### config.mk
export PLATFORM = sky130hd
export DESIGN_NAME = inverse_sbox_engine
export DESIGN_NICKNAME = d
export VERILOG_FILES = /design/src/rtl/nlut_pkg.sv /design/src/rtl/inv_sbox4.sv /design/src/rtl/inverse_sbox_engine.sv
export SDC_FILE = /design/constraint.sdc
export NUM_CORES = 1
export LEC_CHECK = 0
export CAP_MARGIN = 0
export CORE_ASPECT_RATIO = 0.5
export CORE_MARGIN = 8
export CORE_UTILIZATION = 55
export DETAILED_ROUTE_END_ITERATION = 6
export GPL_TIMING_DRIVEN = 0
export PLACE_DENSITY = 0.82
export SETUP_SLACK_MARGIN = 0.2
export SLEW_MARGIN = 0
export SYNTH_ARGS = -nofsm -noshare
export SYNTH_HDL_FRONTEND = slang
export SYNTH_HIERARCHICAL = 1
export SYNTH_SLANG_ARGS = --single-unit
export TNS_END_PERCENT = 20
### constraint.sdc
create_clock -name clk -period 3.8 [get_ports clk]
set_input_delay 0.76 -clock clk [delete_from_list [all_inputs] [get_ports clk]]
set_output_delay 0.76 -clock clk [all_outputs]
set_load 0.005 [all_outputs]
### src/rtl/nlut_pkg.sv
// Shared 4-bit nonlinear lookup tables and the inverse engine state encoding.
package nlut_pkg;

  localparam logic [3:0] SBOX_INV [16] = '{
    4'h5, 4'hE, 4'hF, 4'h8, 4'hC, 4'h1, 4'h2, 4'hD,
    4'hB, 4'h4, 4'h6, 4'h3, 4'h0, 4'h7, 4'h9, 4'hA
  };

  localparam logic [3:0] SBOX_FWD [16] = '{
    4'hC, 4'h5, 4'h6, 4'hB, 4'h9, 4'h0, 4'hA, 4'hD,
    4'h3, 4'hE, 4'hF, 4'h8, 4'h4, 4'h7, 4'h1, 4'h2
  };

  typedef enum logic [1:0] {
    IDLE = 2'd0,
    SUB  = 2'd1,
    DONE = 2'd2
  } state_t;

endpackage

### src/rtl/inv_sbox4.sv
// Combinational inverse 4-bit S-box lookup.
module inv_sbox4 (
  input  logic [3:0] nib,
  output logic [3:0] sub_c
);

  always_comb begin
    sub_c = 4'h0;
    case (nib)
      4'h0: sub_c = 4'h5;
      4'h1: sub_c = 4'hE;
      4'h2: sub_c = 4'hF;
      4'h3: sub_c = 4'h8;
      4'h4: sub_c = 4'hC;
      4'h5: sub_c = 4'h1;
      4'h6: sub_c = 4'h2;
      4'h7: sub_c = 4'hD;
      4'h8: sub_c = 4'hB;
      4'h9: sub_c = 4'h4;
      4'hA: sub_c = 4'h6;
      4'hB: sub_c = 4'h3;
      4'hC: sub_c = 4'h0;
      4'hD: sub_c = 4'h7;
      4'hE: sub_c = 4'h9;
      4'hF: sub_c = 4'hA;
      default: sub_c = 4'h0;
    endcase
  end

endmodule

### src/rtl/inverse_sbox_engine.sv
// Nibble-serial inverse substitution engine with valid/ready on both sides.
// One shared S-box instance walks the word LSB nibble first.
module inverse_sbox_engine
  import nlut_pkg::*;
#(
  parameter int unsigned NIBBLES = 4
) (
  input  logic                 clk,
  input  logic                 rst,
  input  logic                 in_valid,
  output logic                 in_ready,
  input  logic [4*NIBBLES-1:0] in_data,
  output logic                 out_valid,
  input  logic                 out_ready,
  output logic [4*NIBBLES-1:0] out_data,
  output logic                 busy
);

  localparam int unsigned W  = 4 * NIBBLES;
  localparam int unsigned CW = (NIBBLES > 1) ? $clog2(NIBBLES) : 1;
  localparam logic [CW-1:0] LAST = CW'(NIBBLES - 1);

  state_t                   state_q, state_d;
  logic [NIBBLES-1:0][3:0]  work_q, work_d;
  logic [CW-1:0]            cnt_q, cnt_d;
  logic [W-1:0]             out_data_d;
  logic                     in_ready_d, out_valid_d, busy_d;
  logic [3:0]               nib_sel, nib_sub;

  inv_sbox4 u_inv_sbox4 (
    .nib   (nib_sel),
    .sub_c (nib_sub)
  );

  // Next-state, datapath and next-output logic.
  always_comb begin
    state_d    = state_q;
    work_d     = work_q;
    cnt_d      = cnt_q;
    out_data_d = out_data;
    nib_sel    = work_q[cnt_q];

    case (state_q)
      IDLE: begin
        if (in_valid && in_ready) begin
          work_d  = in_data;
          cnt_d   = '0;
          state_d = SUB;
        end
      end
      SUB: begin
        work_d[cnt_q] = nib_sub;
        cnt_d         = cnt_q + 1'b1;
        if (cnt_q == LAST) begin
          out_data_d = work_d;
          state_d    = DONE;
        end
      end
      DONE: begin
        if (out_ready) state_d = IDLE;
      end
      default: state_d = IDLE;
    endcase

    in_ready_d  = (state_d == IDLE);
    out_valid_d = (state_d == DONE);
    busy_d      = (state_d != IDLE);
  end

  // State and registered outputs; reset overrides any handshake.
  always_ff @(posedge clk) begin
    if (rst) begin
      state_q   <= IDLE;
      work_q    <= '0;
      cnt_q     <= '0;
      out_data  <= '0;
      in_ready  <= 1'b1;
      out_valid <= 1'b0;
      busy      <= 1'b0;
    end else begin
      state_q   <= state_d;
      work_q    <= work_d;
      cnt_q     <= cnt_d;
      out_data  <= out_data_d;
      in_ready  <= in_ready_d;
      out_valid <= out_valid_d;
      busy      <= busy_d;
    end
  end

endmodule

Word level (Yosys, flattened, before mapping)
Memory sizes are Yosys's and may differ from the RTL's.
Index checks and enable logic that the tools add are counted.

storage, ports and cells
  flip-flop bits (word level) = 39
  latch bits = 0
  bits in writable memories = 0
  ROM bits = 64
  output and inout port bits = 19
  word-level logic and storage cells = 40
  memories kept = 1

memories
  memory            depth  width  rd ports  clocked after Yosys merged registers in  wr ports  line            source
  (name not given)  16     4      1         0                                        0         inv_sbox4.sv:9  case (nib)

cells by class
  add/sub/neg operators = 1
  $mul = 0
  divide/modulo/power cells = 0
  $lt $le $gt $ge = 2
  eq/ne operators = 5
  shift operators = 0
  mux-type cells = 13
  bitwise gates (word level) = 0
  reduce and logical (&&, ||, !) cells = 8

operators with widths
  operator               number
  $pmux W16 S2           1
  $bwmux W16             1
  $mux W16               1
  $bmux W4 S2            1
  $demux W4 S2           1
  $mux W2                4
  $mux W4                2
  $eq A2 B2 Y1 const B   3
  $pmux W2 S3            1
  $logic_not A2 Y1       2
  $pmux W2 S2            1
  $reduce_and A2 Y1      2
  $reduce_bool A2 Y1     2
  $lt A2 B3 Y1 const B   1
  $add A2 B1 Y2 const B  1
  $eq A2 B1 Y1 const B   1
  $ge A2 B1 Y1 const B   1
  $logic_and A1 B1 Y1    2
  $ne A2 B2 Y1 const B   1

Longest topological paths before layout
Gate-level depths: netlist of the first run.

  depth after elaboration = 6
  gate-level depth with buffers = 10
  depth with buffers taken out = 9

Cells and area by module
The synthesis of the first run kept the hierarchy.

by module, submodules not included
  module               times used  cells each  area each (µm²)  seq. area each (µm²)
  inverse_sbox_engine  1           183         1893.1           780.7
  inv_sbox4            1           28          216.5            0.0

Worst setup path after synthesis of the first run
No wires, ideal clock.

  path type = register to register
  start = register cnt_q[0]
  end = register work_q[13] (netlist bit)
  library setup time = 0.140 ns
  arrival time = 2.440 ns
  data required time = 3.660 ns
  setup slack = 1.220 ns
  cell stages (with the launch flop) = 9
  buffers on the path = 1
  cells stage by stage = dfxtp_1 buf_2 mux4_2 inv_1 ha_1 mux4_2 mux2_2 a22oi_1 a21oi_1

on the way
  elaborated cells between the ends (all ways) = 10
  those cells by class = order compare: 2; mux: 6; reduce/logical: 1; memory: 1

RTL lines
  item                           line                       source
  from (decl)                    inverse_sbox_engine.sv:25  logic [CW-1:0] cnt_q, cnt_d;
  from (signal assigned)         inverse_sbox_engine.sv:83  cnt_q <= cnt_d;
  $bmux W4 S2                    inverse_sbox_engine.sv:41  nib_sel = work_q[cnt_q];
  $mux W4 (implied by the code)  inverse_sbox_engine.sv:41
  via nib_sel[0]                 inverse_sbox_engine.sv:28  logic [3:0] nib_sel, nib_sub;
  $mem_v2 Z16 W4                 n/a
  via nib_sub[1]                 inverse_sbox_engine.sv:28
  $bwmux W16                     inverse_sbox_engine.sv:52  work_d[cnt_q] = nib_sub;
  $pmux W16 S2                   inverse_sbox_engine.sv:43  case (state_q)
  to (signal assigned)           inverse_sbox_engine.sv:82  work_q <= work_d;
  to (decl)                      inverse_sbox_engine.sv:24  logic [NIBBLES-1:0][3:0] work_q, work_d;

The timed path passes the listed nets, and every way through them passes these cells. The select of a mux whose other input is x is not followed.
A chain may end at the register's enable or synchronous reset.

Worst setup path after layout of the first run
  start = register cnt_q[0]
  end = register work_q[8] (netlist bit)

Same word-level chain as after synthesis.

==> results of run 1 <==
[final timing paths]
kind,endpoint,depth (start not counted)
setup / recovery,work_q[8],9
hold / removal,work_q[7],2
hold reg to reg,work_q[7],2
setup reg to reg,work_q[8],9
[cell type report]
type	count	share of cell area
clock inverters	2	0.0131
multi-input cells	145	0.437
repair buffers	37	0.139
well taps	54	0.0254
inverters	7	0.00986
flip-flops and latches	39	0.293
plain buffers	20	0.0521
clock buffers	6	0.0310
[layout by cell type, fill, tap and decap left out, types with 5 or more instances in the layout]
master,n
a211oi_2,10
a21oi_1,24
a2bb2oi_1,12
buf_2,8
buf_6,5
clkbuf_8,6
clkdlybuf4s50_1,37
dfxtp_1,39
ha_1,10
inv_1,7
mux2i_1,16
mux4_2,5
nand2_1,5
nand3_1,18
nor2_1,11
nor2_2,8
[cell families (layout without fill, tap and decap cells)]
group / after synthesis / after routing
fa+ha+maj: 10 / 10
buf+inv: 27 / 72
mux: 25 / 25
compound gates: 58 / 58
flops: 39 / 39
simple gates: 52 / 52
[state kept, by name, indices dropped and copies added, names as in the netlist]
| register | cells |
|---|---|
| busy | 1 |
| work_q | 16 |
| state_q | 2 |
| out_data | 16 |
| in_ready | 1 |
| out_valid | 1 |
| cnt_q | 2 |
[report_power, final]
group          total (mW)  leakage, nW  internal, mW  switching [mW]
clock network       0.363       0.0612         0.212           0.150
logic               0.292        0.571         0.129           0.163
registers           0.450        0.318         0.431          0.0194
[synthesized netlist by cell type (4+ instances only)]
cell type   n  area (um2)
a211oi_2   10         125
inv_1       7        26.3
nor2_1     11        41.3
buf_6       5        56.3
a2bb2oi_1  12         105
buf_2       8        40.0
a22oi_1     4        30.0
mux2i_1    16         160
mux2_2      4        45.0
nand2_1     5        18.8
clkbuf_1    4        15.0
dfxtp_1    39         781
mux4_2      5         113
a21oi_1    24         120
nor2_2      8        50.1
nand3_1    18        90.1
ha_1       10         125
[critical path: cells and delay by family (launching register included)]
family                   cells  cell delay, ns
flip-flops                   1            0.37
AND/OR/NAND/NOR              1            0.22
adder cells (fa/ha/maj)      1            0.28
buffers and inverters        2            0.35
multiplexers                 2            0.87
AO/OA/AOI/OAI                3            1.13
[layer usage]
metal,vias up,share of wire,wire length [um]
met5,-,0,0
met3,8,0.064,344
met2,50,0.41,2180
met4,0,0.012,65
met1,854,0.52,2760
li1,857,-,-
==> flow_summary.yaml, run 1 <==
outcome:
  status: "complete, no violations"
flow_run:
  cap_violations: 0
detailed_routing:
  routedWlPerCell_um: 17.3
  drt_drc_violations_left: 0
  drtPass1Iterations: 4
  wl_um: 5360
  ant_nets: 0
  vias: 1769
  viasPerCell: 5.71
  drtIter0Drc: 134
synthesis:
  synth_xor_area_frac: 0
  synth_mux_area_frac: 0.151
  ys_seq_area_frac: 0.370
  synth_compound_area_frac: 0.208
  async_flop_share: 0
  syn_inst: 211
  synth-seq-cells: 39
  postSynthAreaPerCell_um2: 10.0
  synth_top_family_by_area: "compound AO/OA/AOI/OAI gates"
  synth_nets: 241
  syn_area_mm2: 0.00211
  synth_fa_ha_area_frac: 0.0593
  yosysWarnings: 6
  synth_edf_count: 0
  synth_cell_type_count: 35
  ys.flop_type: "dfxtp_1"
  synth-simple-area-share: 0.133
cts:
  tritoncts: "built"
  root_buffer: "clkbuf_8"
  post_cts_buffers: 0
  cts_buffers: 5
  htree_levels: 2
  worstSkewPairLatency_ns: 0.30
  clk_pin_slew_ns: 0.08
  cts-resized-gates: 0
  clockBufferDepth: 2
  clkSinkCount: 39
  cts_hold_buf: 0
sta:
  post-route-period-util: 0.868
  setup_viol: 0
  setup_slack_ns: 0.500
  fmax_mhz: 303
  slew_violations: 0
  final.setup.tns_ns: 0
  min_period_ns: 3.30
  fin_worst_skew_ns: 0.00831
  tightest_slew_ns: 0.975
  grt_setup_unrepaired: "false"
  max_slew_margin: 0.344
  hold_viol: 0
  whs_ns: 0.485
setup_path:
  required_ns: 4.03
  start_kind: "flop"
  path_max_fanout: 6
  crit_arrival_ns: 3.53
  r2r_setup_slack_ns: 0.50
  max_stage_delay_ns: 0.82
  crit_path_start: "cnt_q[0]"
  crit_slowest_cell: "o31ai_1"
  reg2reg_from: "cnt_q[0]"
  crit_chain: "buf_2 -> mux4_2 -> inv_1 -> ha_1 -> and2_2 -> o31ai_1 -> mux2i_1 -> a2bb2oi_1 -> a21oi_1"
  crit_type: "flop to flop"
  critPathCaptureType: "flop"
pwr:
  vdd_drop_max_uv: 207
  p_total_mw: 1.10
  powerDensity_mw_per_mm2: 415
  p_leak_nw: 0.950
floorplanning:
  design.core.area_mm2: 0.00378
  die_h_um: 59.8
  die-area_mm2: 0.00619
  ioPinCount: 39
  dieWidth_um: 104
  fp-row-count: 16
  initial_core_util: 0.558
global_routing:
  grt_usage: 0.178
  grt_use_met1: 0.247
  grt_antenna_before_repair: 0
  met3_usage: 0.0591
  grt_overflow: 0
  grtUsageMet2: 0.243
  grt_max_degree: 13
  grt.busiest_layer: "met1"
  grt_pass1_vias: 1720
  grt_pass1_wl_um: 8730
place:
  finalWeightedCongestion: 0.888
  hpwl_um: 4040
  post-place-ws_ns: 0.545
  place_inst: 302
  port_buffers: 37
  placed_area_mm2: 0.00255
worst_hold_path:
  min-delay-start: "work_q[7]"
  hold_path.class: "flop to flop"
layout:
  nets: 285
  layoutNonFillerInstCount: 310
  n_antenna_cell: 0
  fin_area_mm2: 0.00267
  fillers: 284
  post-route-util: 0.704
  multi_input_area_mm2: 0.00116
  seqCellArea_um2: 781
  syn_to_final_growth_pct: 26.3
  drive_gt1_frac: 0.199
Note: power is estimated with default switching activity, not from simulation.
==> run 2, diff against run 1 <==
--- a/config.mk
+++ b/config.mk
@@ -12,7 +12,7 @@
 export DETAILED_ROUTE_END_ITERATION = 6
 export GPL_TIMING_DRIVEN = 0
 export PLACE_DENSITY = 0.82
-export SETUP_SLACK_MARGIN = 0.2
+export SETUP_SLACK_MARGIN = 0.4
 export SLEW_MARGIN = 0
 export SYNTH_ARGS = -nofsm -noshare
 export SYNTH_HDL_FRONTEND = slang
==> run 2 against run 1 <==
Net effect: core utilization up 0.13 points; flip-flop and latch count unchanged; die area unchanged; critical path depth up 1; non-clock buffer count unchanged; combinational power about the same; worst hold slack about the same; via count down 0.57%; count of clock-buffer cells in the layout unchanged; clock power about the same.
==> flow_summary.yaml, run 2 (same netlist as run 1, synthesis figures left out) <==
layout:
  reg_top3: "out_data: 16 flops, work_q: 16 flops"
  syn_to_final_growth_pct: 26.6
  layout_common_cells: "dfxtp_1, clkdlybuf4s50_1, a21oi_1"
  drive_gt1_frac: 0.203
  n_antenna_cell: 0
  layoutNonFillerInstCount: 310
  nets: 285
  layout_commonest_cell: "dfxtp_1"
cts:
  root_buffer: "clkbuf_8"
  clockBufferDepth: 2
  cts_hold_buf: 0
  cts_buffers: 5
  post_cts_buffers: 0
  clkSinkCount: 39
  clk_pin_slew_ns: 0.08
  tritoncts: "built"
  worstSkewPairLatency_ns: 0.30
  htree_levels: 2
detailed_routing:
  routedWlPerCell_um: 17.3
  drt_drc_violations_left: 0
  viasPerCell: 5.67
  drtIter0Drc: 121
  drtPass1Iterations: 4
  ant_nets: 0
  wl_um: 5350
  vias: 1759
setup_path:
  max_stage_delay_ns: 0.60
  crit_slowest_cell: "mux4_2"
  path_depth: 10
  crit_arrival_ns: 3.32
  crit_top_cell: "a21oi_1"
  reg2reg_depth: 10
  required_ns: 4.03
  crit_chain: "buf_2 -> mux4_2 -> inv_1 -> ha_1 -> and2_1 -> a32o_1 -> a21oi_1 -> mux2i_1 -> a2bb2oi_1 -> a21oi_1"
  start_kind: "flop"
  path_max_fanout: 6
  critPathCaptureType: "flop"
  crit_type: "flop to flop"
  path_buf_inv: 2
  path_delay_family: "compound AO/OA/AOI/OAI gates"
worst_hold_path:
  hold_path.class: "flop to flop"
  hold_depth: 2
sta:
  setup_viol: 0
  min_period_ns: 3.10
  hold_viol: 0
  grt_setup_unrepaired: "false"
  slew_violations: 0
  tightest_slew_ns: 0.693
  final.setup.tns_ns: 0
  max_slew_margin: 0.538
  post-route-period-util: 0.815
  fin_worst_skew_ns: 0.00997
  fmax_mhz: 323
  whs_ns: 0.485
  setup_slack_ns: 0.705
floorplanning:
  fp-row-count: 16
  die_h_um: 59.8
  die-area_mm2: 0.00619
  initial_core_util: 0.558
  ioPinCount: 39
  design.core.area_mm2: 0.00378
  dieWidth_um: 104
global_routing:
  grt_pass1_vias: 1720
  grt_antenna_before_repair: 0
  grt_usage: 0.178
  grt_max_degree: 13
  grt_overflow: 0
  grt_pass1_wl_um: 8730
place:
  hpwl_um: 4040
  place_inst: 302
  post-place-ws_ns: 0.545
  port_buffers: 37
  finalWeightedCongestion: 0.888
pwr:
  vdd_drop_max_uv: 207
  p_total_mw: 1.11
  p_leak_nw: 0.952
  powerDensity_mw_per_mm2: 415
flow_run:
  cap_violations: 0
outcome:
  status: "complete, no violations"
[run 2: cell count changes in the layout (fill, tap and decap cells not counted)]
cell	delta
o31ai_2	+1
o31ai_1	-1
[run 2: repair_timing]
action                                  4_1_cts  5_1_grt
endpoints found under the setup margin        0        7
resized for setup                             0        1
endpoints found under the hold margin         0        0
[run 2: layout make-up]
type                    instances  area (um2)
clock buffers                   6        82.6
flip-flops and latches         39         781
inverters                       7        26.3
fillers                       282        1110
well taps                      54        67.6
clock inverters                 2        35.0
plain buffers                  20         139
repair buffers                 37         370
multi-input cells             145        1170
[run 2: path summary, 6_finish.rpt]
kind / start / endpoint / slack, ns
setup / recovery: cnt_q[0] / work_q[10] / 0.70
hold / removal: work_q[7] / work_q[7] / 0.49
setup reg to reg: cnt_q[0] / work_q[10] / 0.70
hold reg to reg: work_q[7] / work_q[7] / 0.49
[run 2: metrics by stage]
stage	cell area, um2	util
2_1_floorplan	2110	-
3_3_place_gp	2550	0.673
3_5_place_dp	2550	0.673
4_1_cts	2670	0.704
5_1_grt	2670	0.706
6_report	2670	0.706
[run 2: worst min-delay path: stages (launching register included)]
cell	delay, ns
dfxtp_1	0.32
nand3_1	0.06
a21oi_1	0.06
[run 2: routing by layer]
| metal | global-route usage | part of all wire |
|---|---|---|
| met5 | 0 | 0 |
| met4 | 0.0764 | 0.011 |
| met3 | 0.0591 | 0.073 |
| met2 | 0.243 | 0.40 |
| met1 | 0.247 | 0.51 |
[run 2: report_power, final]
group	internal, mW	switching (mW)	total [mW]
Sequential	0.431	0.0198	0.451
Combinational	0.130	0.163	0.294
Clock	0.212	0.150	0.362
Total	0.774	0.333	1.11
==> run 3, diff against run 2 <==
--- a/config.mk
+++ b/config.mk
@@ -8,10 +8,10 @@
 export CAP_MARGIN = 0
 export CORE_ASPECT_RATIO = 0.5
 export CORE_MARGIN = 8
-export CORE_UTILIZATION = 55
+export CORE_UTILIZATION = 47
 export DETAILED_ROUTE_END_ITERATION = 6
 export GPL_TIMING_DRIVEN = 0
-export PLACE_DENSITY = 0.82
+export PLACE_DENSITY = 0.75
 export SETUP_SLACK_MARGIN = 0.4
 export SLEW_MARGIN = 0
 export SYNTH_ARGS = -nofsm -noshare
==> constraint.sdc (replaced) <==
create_clock -name clk -period 2.7 [get_ports clk]
set_input_delay 0.54 -clock clk [delete_from_list [all_inputs] [get_ports clk]]
set_output_delay 0.54 -clock clk [all_outputs]
set_load 0.005 [all_outputs]
==> run 3 against run 2 <==
Net effect: via count is 6.5% higher; combinational power is 110% higher; clock skew is 0.0028 ns higher; global-route usage is 2.3 points lower; die area is 13% higher; critical path type unchanged; critical endpoint is now work_q[13].
==> flow_summary.yaml, run 3 (same netlist as run 1, synthesis figures left out) <==
layout:
  syn_to_final_growth_pct: 42.2
  fin_area_mm2: 0.00300
  drive_gt1_frac: 0.338
  reg_top3: "out_data: 16 flops, work_q: 16 flops"
  nets: 301
  n_antenna_cell: 0
  fillers: 317
  layout_commonest_cell: "dfxtp_1"
  seqCellArea_um2: 782
  multi_input_area_mm2: 0.00135
  layout_common_cells: "dfxtp_1, clkdlybuf4s50_1, a21oi_1"
flow_run:
  cap_violations: 0
global_routing:
  grt_pass1_vias: 1834
  grt_pass1_wl_um: 9030
  grt_antenna_before_repair: 0
  grt_max_degree: 13
  grt_usage: 0.156
  grt_overflow: 0
sta:
  max_slew_margin: 0.570
  fin_worst_skew_ns: 0.0128
  final.setup.tns_ns: 0
  grt_setup_unrepaired: "true"
  slew_violations: 0
  hold_viol: 0
  tightest_slew_ns: 0.644
  fmax_mhz: 386
  whs_ns: 0.510
  setup_slack_ns: 0.108
  post-route-period-util: 0.960
  min_period_ns: 2.59
  setup_viol: 0
setup_path:
  start_kind: "flop"
  path_max_fanout: 5
  required_ns: 2.85
  crit_arrival_ns: 2.74
  path_depth: 8
  crit_slowest_cell: "mux4_2"
  crit_path_start: "cnt_q[0]"
  critPathCaptureType: "flop"
  max_stage_delay_ns: 0.60
  reg2reg_to: "work_q[13]"
  crit_chain: "buf_6 -> mux4_2 -> inv_4 -> ha_4 -> mux4_2 -> mux2_4 -> a22oi_2 -> a21oi_1"
  reg2reg_depth: 8
  reg2reg_from: "cnt_q[0]"
  path_buf_inv: 2
  r2r_setup_slack_ns: 0.11
  path_delay_family: "multiplexers"
  crit_type: "flop to flop"
  crit_top_cell: "mux4_2"
  endpoint: "work_q[13]"
cts:
  htree_levels: 2
  clkSinkCount: 39
  tritoncts: "built"
  clk_pin_slew_ns: 0.09
  cts_buffers: 5
  root_buffer: "clkbuf_8"
  cts_hold_buf: 0
  clockBufferDepth: 2
  worstSkewPairLatency_ns: 0.30
detailed_routing:
  wl_um: 6050
  ant_nets: 0
  vias: 1873
  routedWlPerCell_um: 18.4
  drtIter0Drc: 115
  viasPerCell: 5.69
  drt_drc_violations_left: 0
  drtPass1Iterations: 4
place:
  post-place-ws_ns: -0.143
  hpwl_um: 4110
  port_buffers: 37
  placed_area_mm2: 0.00258
  finalWeightedCongestion: 0.869
floorplanning:
  fp-row-count: 17
  design.core.area_mm2: 0.00436
  initial_core_util: 0.484
  dieWidth_um: 111
  die-area_mm2: 0.00702
  die_h_um: 63.4
  ioPinCount: 39
outcome:
  status: "complete, no violations"
pwr:
  p_switching_uw: 561
  vdd_drop_max_uv: 268
  pwr-share-clk: 0.316
  seq_power_share: 0.346
  p_leak_nw: 1.05
  power.internal_mw: 1.29
  powerDensity_mw_per_mm2: 616
  combPwrFrac: 0.338
  sw_frac_of_total: 0.304
worst_hold_path:
  hold_path.class: "flop to flop"
-- run 3: how the worst min path moves through the flow --
stage,from,end,depth (start not counted)
final,work_q[6],work_q[6],2
after global routing,work_q[15],work_q[15],2
after CTS,work_q[3],work_q[3],2
after global placement,work_q[0],work_q[0],2
after floorplan,work_q[12],work_q[12],2
after detailed placement,work_q[1],work_q[1],2
-- run 3: stage by stage --
stage	utilization	power, mW	std cells
finish	0.688	1.85	329
global route	0.688	1.91	329
CTS	0.656	1.72	322
detailed placement	0.593	1.07	305
global placement	0.593	1.05	305
floorplan	-	0.939	211
-- run 3: final cells by class --
cell class,instances,area share
Buffer,20,0.0484
Clock buffer,6,0.0242
Clock inverter,2,0.0200
Inverter,7,0.00960
Multi-Input combinational cell,145,0.448
Sequential cell,39,0.261
Tap cell,57,0.0238
Timing Repair Buffer,53,0.165
-- run 3: worst reg2reg max path, cell delays in order, from the launching register on --
cell and delay (ns):
dfxtp_2 0.34, buf_6 0.11, mux4_2 0.56, inv_4 0.11
ha_4 0.22, mux4_2 0.60, mux2_4 0.31, a22oi_2 0.12
a21oi_1 0.07
-- run 3: power by group through the flow --
stage | Combinational, mW | Sequential, mW | Clock, mW
6_report | 0.625 | 0.640 | 0.584
5_1_grt | 0.658 | 0.641 | 0.616
4_1_cts | 0.499 | 0.633 | 0.584
3_5_place_dp | 0.421 | 0.646 | 0
3_3_place_gp | 0.410 | 0.644 | 0
2_1_floorplan | 0.302 | 0.637 | 0
-- run 3: per-layer routing --
metal  track usage  vias up  part of all wire
li1              -      891                 -
met4        0.0484        0            0.0099
met5             0        -                 0
met1         0.201      905              0.43
met2         0.244       71              0.47
met3        0.0434        6             0.090
-- run 3: what timing repair did --
item	4_1_cts	5_1_grt
pin swaps	4	2
setup endpoints to repair	32	32
gates resized for setup	15	15
buffers inserted	9	7
